--- config.mk ---
export PLATFORM = sky130hd
export DESIGN_NAME = control_unit_pipe
export DESIGN_NICKNAME = d
export VERILOG_FILES = /design/src/rtl/control_unit_pipe.sv
export SDC_FILE = /design/constraint.sdc
export NUM_CORES = 1
export LEC_CHECK = 0
export ABC_AREA = 1
export CORE_ASPECT_RATIO = 1.25
export CORE_UTILIZATION = 43
export DETAILED_ROUTE_END_ITERATION = 10
export GPL_ROUTABILITY_DRIVEN = 0
export PLACE_DENSITY = 0.78
export SLEW_MARGIN = 10
export SYNTH_ARGS = -nofsm -noshare
export SYNTH_HDL_FRONTEND = slang
export SYNTH_SLANG_ARGS = --single-unit
--- constraint.sdc ---
create_clock -name clk -period 1.77 [get_ports clk]
set_input_delay 0.177 -clock clk [delete_from_list [all_inputs] [get_ports clk]]
set_output_delay 0.177 -clock clk [all_outputs]
set_load 0.02 [all_outputs]
--- src/rtl/control_unit_pipe.sv ---
// Control unit for the 4-bit-opcode RISC core: opcode decode into the ID/EX
// control register plus a hazard/sequencing FSM (mul/div stalls, load-use, flush).
module control_unit_pipe #(
    parameter int RW          = 4,
    parameter int MUL_CYCLES  = 3,
    parameter int DIV_CYCLES  = 8,
    parameter int FLUSH_SLOTS = 1,
    parameter int CNTW        = 4
) (
    input  logic          clk,
    input  logic          rst,
    input  logic [3:0]    opcode,
    input  logic          B_taken,
    input  logic [RW-1:0] id_rs1,
    input  logic [RW-1:0] id_rs2,
    input  logic [RW-1:0] ex_rd,
    input  logic          ex_ld_valid,
    output logic          pc_src,
    output logic          rr1_src,
    output logic          rr2_src,
    output logic          wr_src,
    output logic          format_sel,
    output logic [9:0]    c_dec_in,
    output logic          flush_ir,
    output logic          stall_n,
    output logic          bank_en,
    output logic          busy
);

    typedef enum logic [1:0] {S_RUN, S_MDIV, S_FLUSH} state_t;

    localparam logic [3:0] OP_SHR = 4'h3;
    localparam logic [3:0] OP_MUL = 4'h2;
    localparam logic [3:0] OP_ADI = 4'h8;
    localparam logic [3:0] OP_ST  = 4'h9;
    localparam logic [3:0] OP_LD  = 4'hA;
    localparam logic [3:0] OP_DIV = 4'hB;
    localparam logic [3:0] OP_LUI = 4'hC;
    localparam logic [3:0] OP_BEQ = 4'hD;
    localparam logic [3:0] OP_JMP = 4'hE;
    localparam logic [3:0] OP_JAL = 4'hF;
    localparam logic [9:0] BUBBLE = 10'h000;

    state_t          state, state_nxt;
    logic [CNTW-1:0] cnt, cnt_nxt;
    logic [9:0]      word_nxt;
    logic            bank_pending, bank_nxt;
    logic            is_rfmt, uses_rs2, is_jump, taken, hz;

    // Control word: [0] imm, [4:1] aluop, [5] mem wr, [6] mem rd,
    // [7] reg wr, [8] wb-from-mem, [9] bank/shift flag.
    function automatic logic [9:0] decode(input logic [3:0] op);
        logic [9:0] w;
        w = BUBBLE;
        case (op)
            OP_ADI:  begin w[0] = 1'b1; w[7] = 1'b1; w[9] = 1'b1; end
            OP_ST:   begin w[0] = 1'b1; w[5] = 1'b1; end
            OP_LD:   begin w[0] = 1'b1; w[6] = 1'b1; w[7] = 1'b1; w[8] = 1'b1; w[9] = 1'b1; end
            OP_LUI:  begin w[0] = 1'b1; w[4:1] = 4'b1100; w[7] = 1'b1; end
            OP_BEQ:  w[4:1] = 4'b1111;
            OP_JMP, OP_JAL: w = BUBBLE;
            default: begin w[4:1] = op; w[7] = 1'b1; w[9] = (op == OP_SHR); end
        endcase
        return w;
    endfunction

    assign is_rfmt  = (opcode <= 4'h7) || (opcode == OP_DIV);
    assign uses_rs2 = is_rfmt || (opcode == OP_ST) || (opcode == OP_BEQ);
    assign is_jump  = (opcode == OP_JMP) || (opcode == OP_JAL);
    assign taken    = is_jump || ((opcode == OP_BEQ) && B_taken);
    assign hz       = (state == S_RUN) && ex_ld_valid && (ex_rd != '0) &&
                      ((ex_rd == id_rs1) || ((ex_rd == id_rs2) && uses_rs2));

    // NOTE: sequential state uses non-blocking assignments so every flop samples
    // pre-edge values; comb blocks below use blocking assignments.
    always_ff @(posedge clk or negedge rst) begin
        if (!rst) begin
            state        <= S_RUN;
            cnt          <= '0;
            c_dec_in     <= BUBBLE;
            bank_pending <= 1'b0;
        end else begin
            state        <= state_nxt;
            cnt          <= cnt_nxt;
            c_dec_in     <= word_nxt;
            bank_pending <= bank_nxt;
        end
    end

    // NOTE: every comb output gets a default first so no latch is inferred.
    always_comb begin
        state_nxt = state;
        cnt_nxt   = cnt;
        word_nxt  = BUBBLE;
        bank_nxt  = bank_pending;
        case (state)
            S_RUN: begin
                if (!hz) begin
                    word_nxt = decode(opcode);
                    bank_nxt = (opcode == OP_SHR);
                    if (taken) begin
                        if (FLUSH_SLOTS > 1) begin
                            state_nxt = S_FLUSH;
                            cnt_nxt   = CNTW'(FLUSH_SLOTS - 1);
                        end
                    end else if ((opcode == OP_MUL) && (MUL_CYCLES > 1)) begin
                        state_nxt = S_MDIV;
                        cnt_nxt   = CNTW'(MUL_CYCLES - 1);
                    end else if ((opcode == OP_DIV) && (DIV_CYCLES > 1)) begin
                        state_nxt = S_MDIV;
                        cnt_nxt   = CNTW'(DIV_CYCLES - 1);
                    end
                end
            end
            S_MDIV, S_FLUSH: begin
                if (cnt == CNTW'(1)) begin
                    state_nxt = S_RUN;
                    cnt_nxt   = '0;
                end else begin
                    cnt_nxt = cnt - CNTW'(1);
                end
            end
            default: begin
                state_nxt = S_RUN;
                cnt_nxt   = '0;
            end
        endcase
    end

    // Side signals fall back to R-format values whenever nothing is issuing.
    always_comb begin
        pc_src     = 1'b0;
        rr1_src    = 1'b1;
        rr2_src    = 1'b1;
        wr_src     = 1'b0;
        format_sel = 1'b0;
        flush_ir   = (state == S_FLUSH);
        stall_n    = !((state == S_MDIV) || hz);
        if ((state == S_RUN) && !hz) begin
            rr1_src    = is_rfmt || is_jump;
            rr2_src    = is_rfmt || is_jump;
            wr_src     = (opcode == OP_ADI) || (opcode == OP_ST) || (opcode == OP_LD) ||
                         (opcode == OP_LUI) || (opcode == OP_BEQ);
            format_sel = is_jump;
            pc_src     = taken;
            flush_ir   = taken;
        end
    end

    assign bank_en = bank_pending && opcode[3] && (opcode[2:1] != 2'b11) && (state == S_RUN);
    assign busy    = (state != S_RUN);

endmodule

==> impl_results.md <==
- Status: finished clean
- # fillers: 196
- Die height: 57.1 um
- First-pass iteration count of the detailed router: 4
- FP Rows: 19
- Die W: 46.1 um
- Crit share post-route: 93.3%
- DRC violations left: 0
- Post-synthesis average cell area: 6.91 um2
- Syn Nets: 173
- Post-synth top cells: 47 x nand2_1, 21 x inv_1, 20 x nor2_1
- Overall Global Routing Usage: 23.6%
- TritonCTS buffer count: 3
- Fmax: 605 MHz
- Top cells by area, synth: dfrtp_1 36%, nand2_1 17%, inv_1 7.6%
- Final setup fails: 0
- Met3 routed WL: 148 um
- Input/output buffers: 38
- Min Tclk post-route: 1.65 ns
- Die area: 0.00263 mm2
- Cell with the most instances after synthesis: nand2_1
- Setup crit start kind: input port
- Top sig layer: met4
- CTS tree: done
- Max_cap viols: 0
- Design area: 0.00158 mm2
- Pin count of the biggest net entering global routing: 16
- Total core area: 0.00223 mm2
- Crit-path max FO: 5
- Area growth syn-to-layout: 51.0%
- Post-DP Area: 0.00156 mm2
- Drt wl/cell: 11.3 um
- CP arrival: 1.47 ns
- Setup CP Type: in2out
- Antenna cells: 0
- Setup TNS: 0 ns
- Cell total after placement: 234
- Vias per cell: 4.91
- Number of warnings issued by yosys: 0
- Clock slew at reported path FFs: 0.09 ns
- Routed Antenna Nets: 0
- First-pass GRT wire length: 4590 um
- Lkg Pwr: 0.904 nW
- CTS H-Tree Depth: 1
- Post-synthesis sequential area ratio: 36.0%
- Post-route insts no fill: 238
- Met2 WL: 1520 um
- Sequential cell area: 375 um2
- Hold_buf cts: 0
- PD cells: 951 mW/mm2
- Synthesized area: 0.00104 mm2
- Cells after Synth: 151
- Final Hold Vio Count: 0
- Top-level port count: 39
- Share of Yosys cell area claimed by the top area cell type: 36.0%
- CTS Buffer Depth: 2
- Min-delay worst type: in2async
- Drt total wl: 2690 um
- FF+latch count, synth: 15
- DP Wirelength: 2160 um
- Hold slack: 0.297 ns
- Post-synth top area cell: dfrtp_1
- Vias in the first global route: 1226
- Final Util: 70.5%
- Ratio of cells with drive above 1 in the final layout: 21.3%
- Worst EP required: 1.59 ns
- RSZ-0062 raised after global routing: no
- Initial Util: 46.7%
- Clock skew: 0.00274 ns
- Least-Margin Pin Slew: 0.679 ns
- Final net count: 230
- Number of antenna violations at the first check in global routing: 0
- Rel. slew slack: 54.6%
- Yosys cell types: 24
- Maximum vdd drop: 0.000742 V
- Multi-input combinational cell area: 548 um2
- Ys flop type: dfrtp_1
- CP Capture Type: primary output
- Slew Viols, Final: 0
- Vias: 1168
- GR Overflow Total: 0
- Asr flop ratio synth: 100%
- Clock Root Buffer: clkbuf_4
- DRT iter0 DRCs: 30
- Wire length on met1: 925 um
- CTS Sinks: 15
- Clk_lat worst skew: 0.28 ns
- Post-synth EDFFs: 0
registers in the layout (all words and copies together) (netlist names):
name,flops
cnt,4
c_dec_in,9
state,1
bank_pending,1
cells by family (layout without fill, tap and decap cells):
group | Yosys count | after routing | synth area share [%]
AND/OR/NAND/NOR | 92 | 92 | 39.3
buffers and inverters | 27 | 83 | 12.2
AO/OA/AOI/OAI | 10 | 10 | 5.87
flip-flops | 15 | 15 | 36.0
XOR/XNOR | 5 | 5 | 4.20
adder cells (fa/ha/maj) | 2 | 2 | 2.40
cells in the final DEF, fill, tap and decap left out:
cell             netlist  routed
buf_2                  0       5
nand3_1               12      12
xor2_1                 4       4
a21oi_1                3       3
xnor2_1                1       1
clkbuf_4               0       3
or2_0                  1       1
nand3_2                2       2
inv_2                  1       3
or2_1                  1       1
o31ai_1                1       1
a31oi_1                2       2
nor2_2                 3       4
o21ai_0                3       3
nand2_2                3       2
dfrtp_1               15      15
clkdlybuf4s50_1        0      21
nand4_1                1       1
dlymetal6s2s_1         0       6
ha_1                   2       2
nand2_4                1       2
buf_4                  3      21
nand2_1               47      47
nor2_1                20      19
clkinv_2               0       1
nor2_4                 1       1
inv_1                 21      19
dlygate4sd2_1          0       4
o2111a_1               1       1
path summary, 6_finish.rpt:
path / from / end / slack (ns) / cells after the start
worst min-delay path: rst / c_dec_in[9] / 0.30 / 1
max in group asynchronous: rst / c_dec_in[4] / 1.05 / 1
worst max-delay path: id_rs2[1] / rr1_src / 0.12 / 12
worst min register to register: bank_pending / bank_pending / 0.50 / 2
min in group clk: opcode[2] / c_dec_in[3] / 0.34 / 4
worst max register to register: state[0] / cnt[0] / 0.50 / 7
worst max-delay path, cell delays in order:
cell and delay [ns]:
clkdlybuf4s50_1 0.47, inv_1 0.04, nand2_1 0.04, nand2_1 0.05, nor2_1 0.12, nand3_1 0.10
nand2_1 0.08, nand2_2 0.07, nand2_4 0.10, nor2_4 0.04, inv_2 0.05, buf_4 0.13
report_power, final:
part	leakage [nW]	internal, W	switching [W]
registers	0.195	0.000434	0.0000617
clock network	0.0177	0.0000839	0.000116
logic	0.692	0.000354	0.000448
area by class of cell:
| class | count | area share [%] |
|---|---|---|
| multi-input combinational | 109 | 34.8 |
| timing repair buffer | 57 | 31.9 |
| sequential | 15 | 23.8 |
| inverter | 22 | 5.24 |
| tap | 31 | 2.46 |
| clock buffer | 3 | 1.43 |
| clock inverter | 1 | 0.318 |
through the flow:
step                      setup slack [ns]  total power [W]
after detailed placement            -0.451          0.00132
after global placement              -0.380          0.00129
after global routing                0.0250          0.00162
after floorplan                     0.0283          0.00100
final                                0.118          0.00150
after CTS                           0.0185          0.00151
routing by layer:
layer,vias to the layer above,GRT usage (%)
met1,529,22.1
met4,0,16.0
met2,51,43.5
li1,575,-
met3,13,3.80
met5,-,0
what timing repair did:
action	4_1_cts	5_1_grt
endpoints found under the setup margin	8	7
pin swaps	0	1
buffers inserted	0	0
gates resized for setup	32	11
Power figures use the tool's default switching activity.
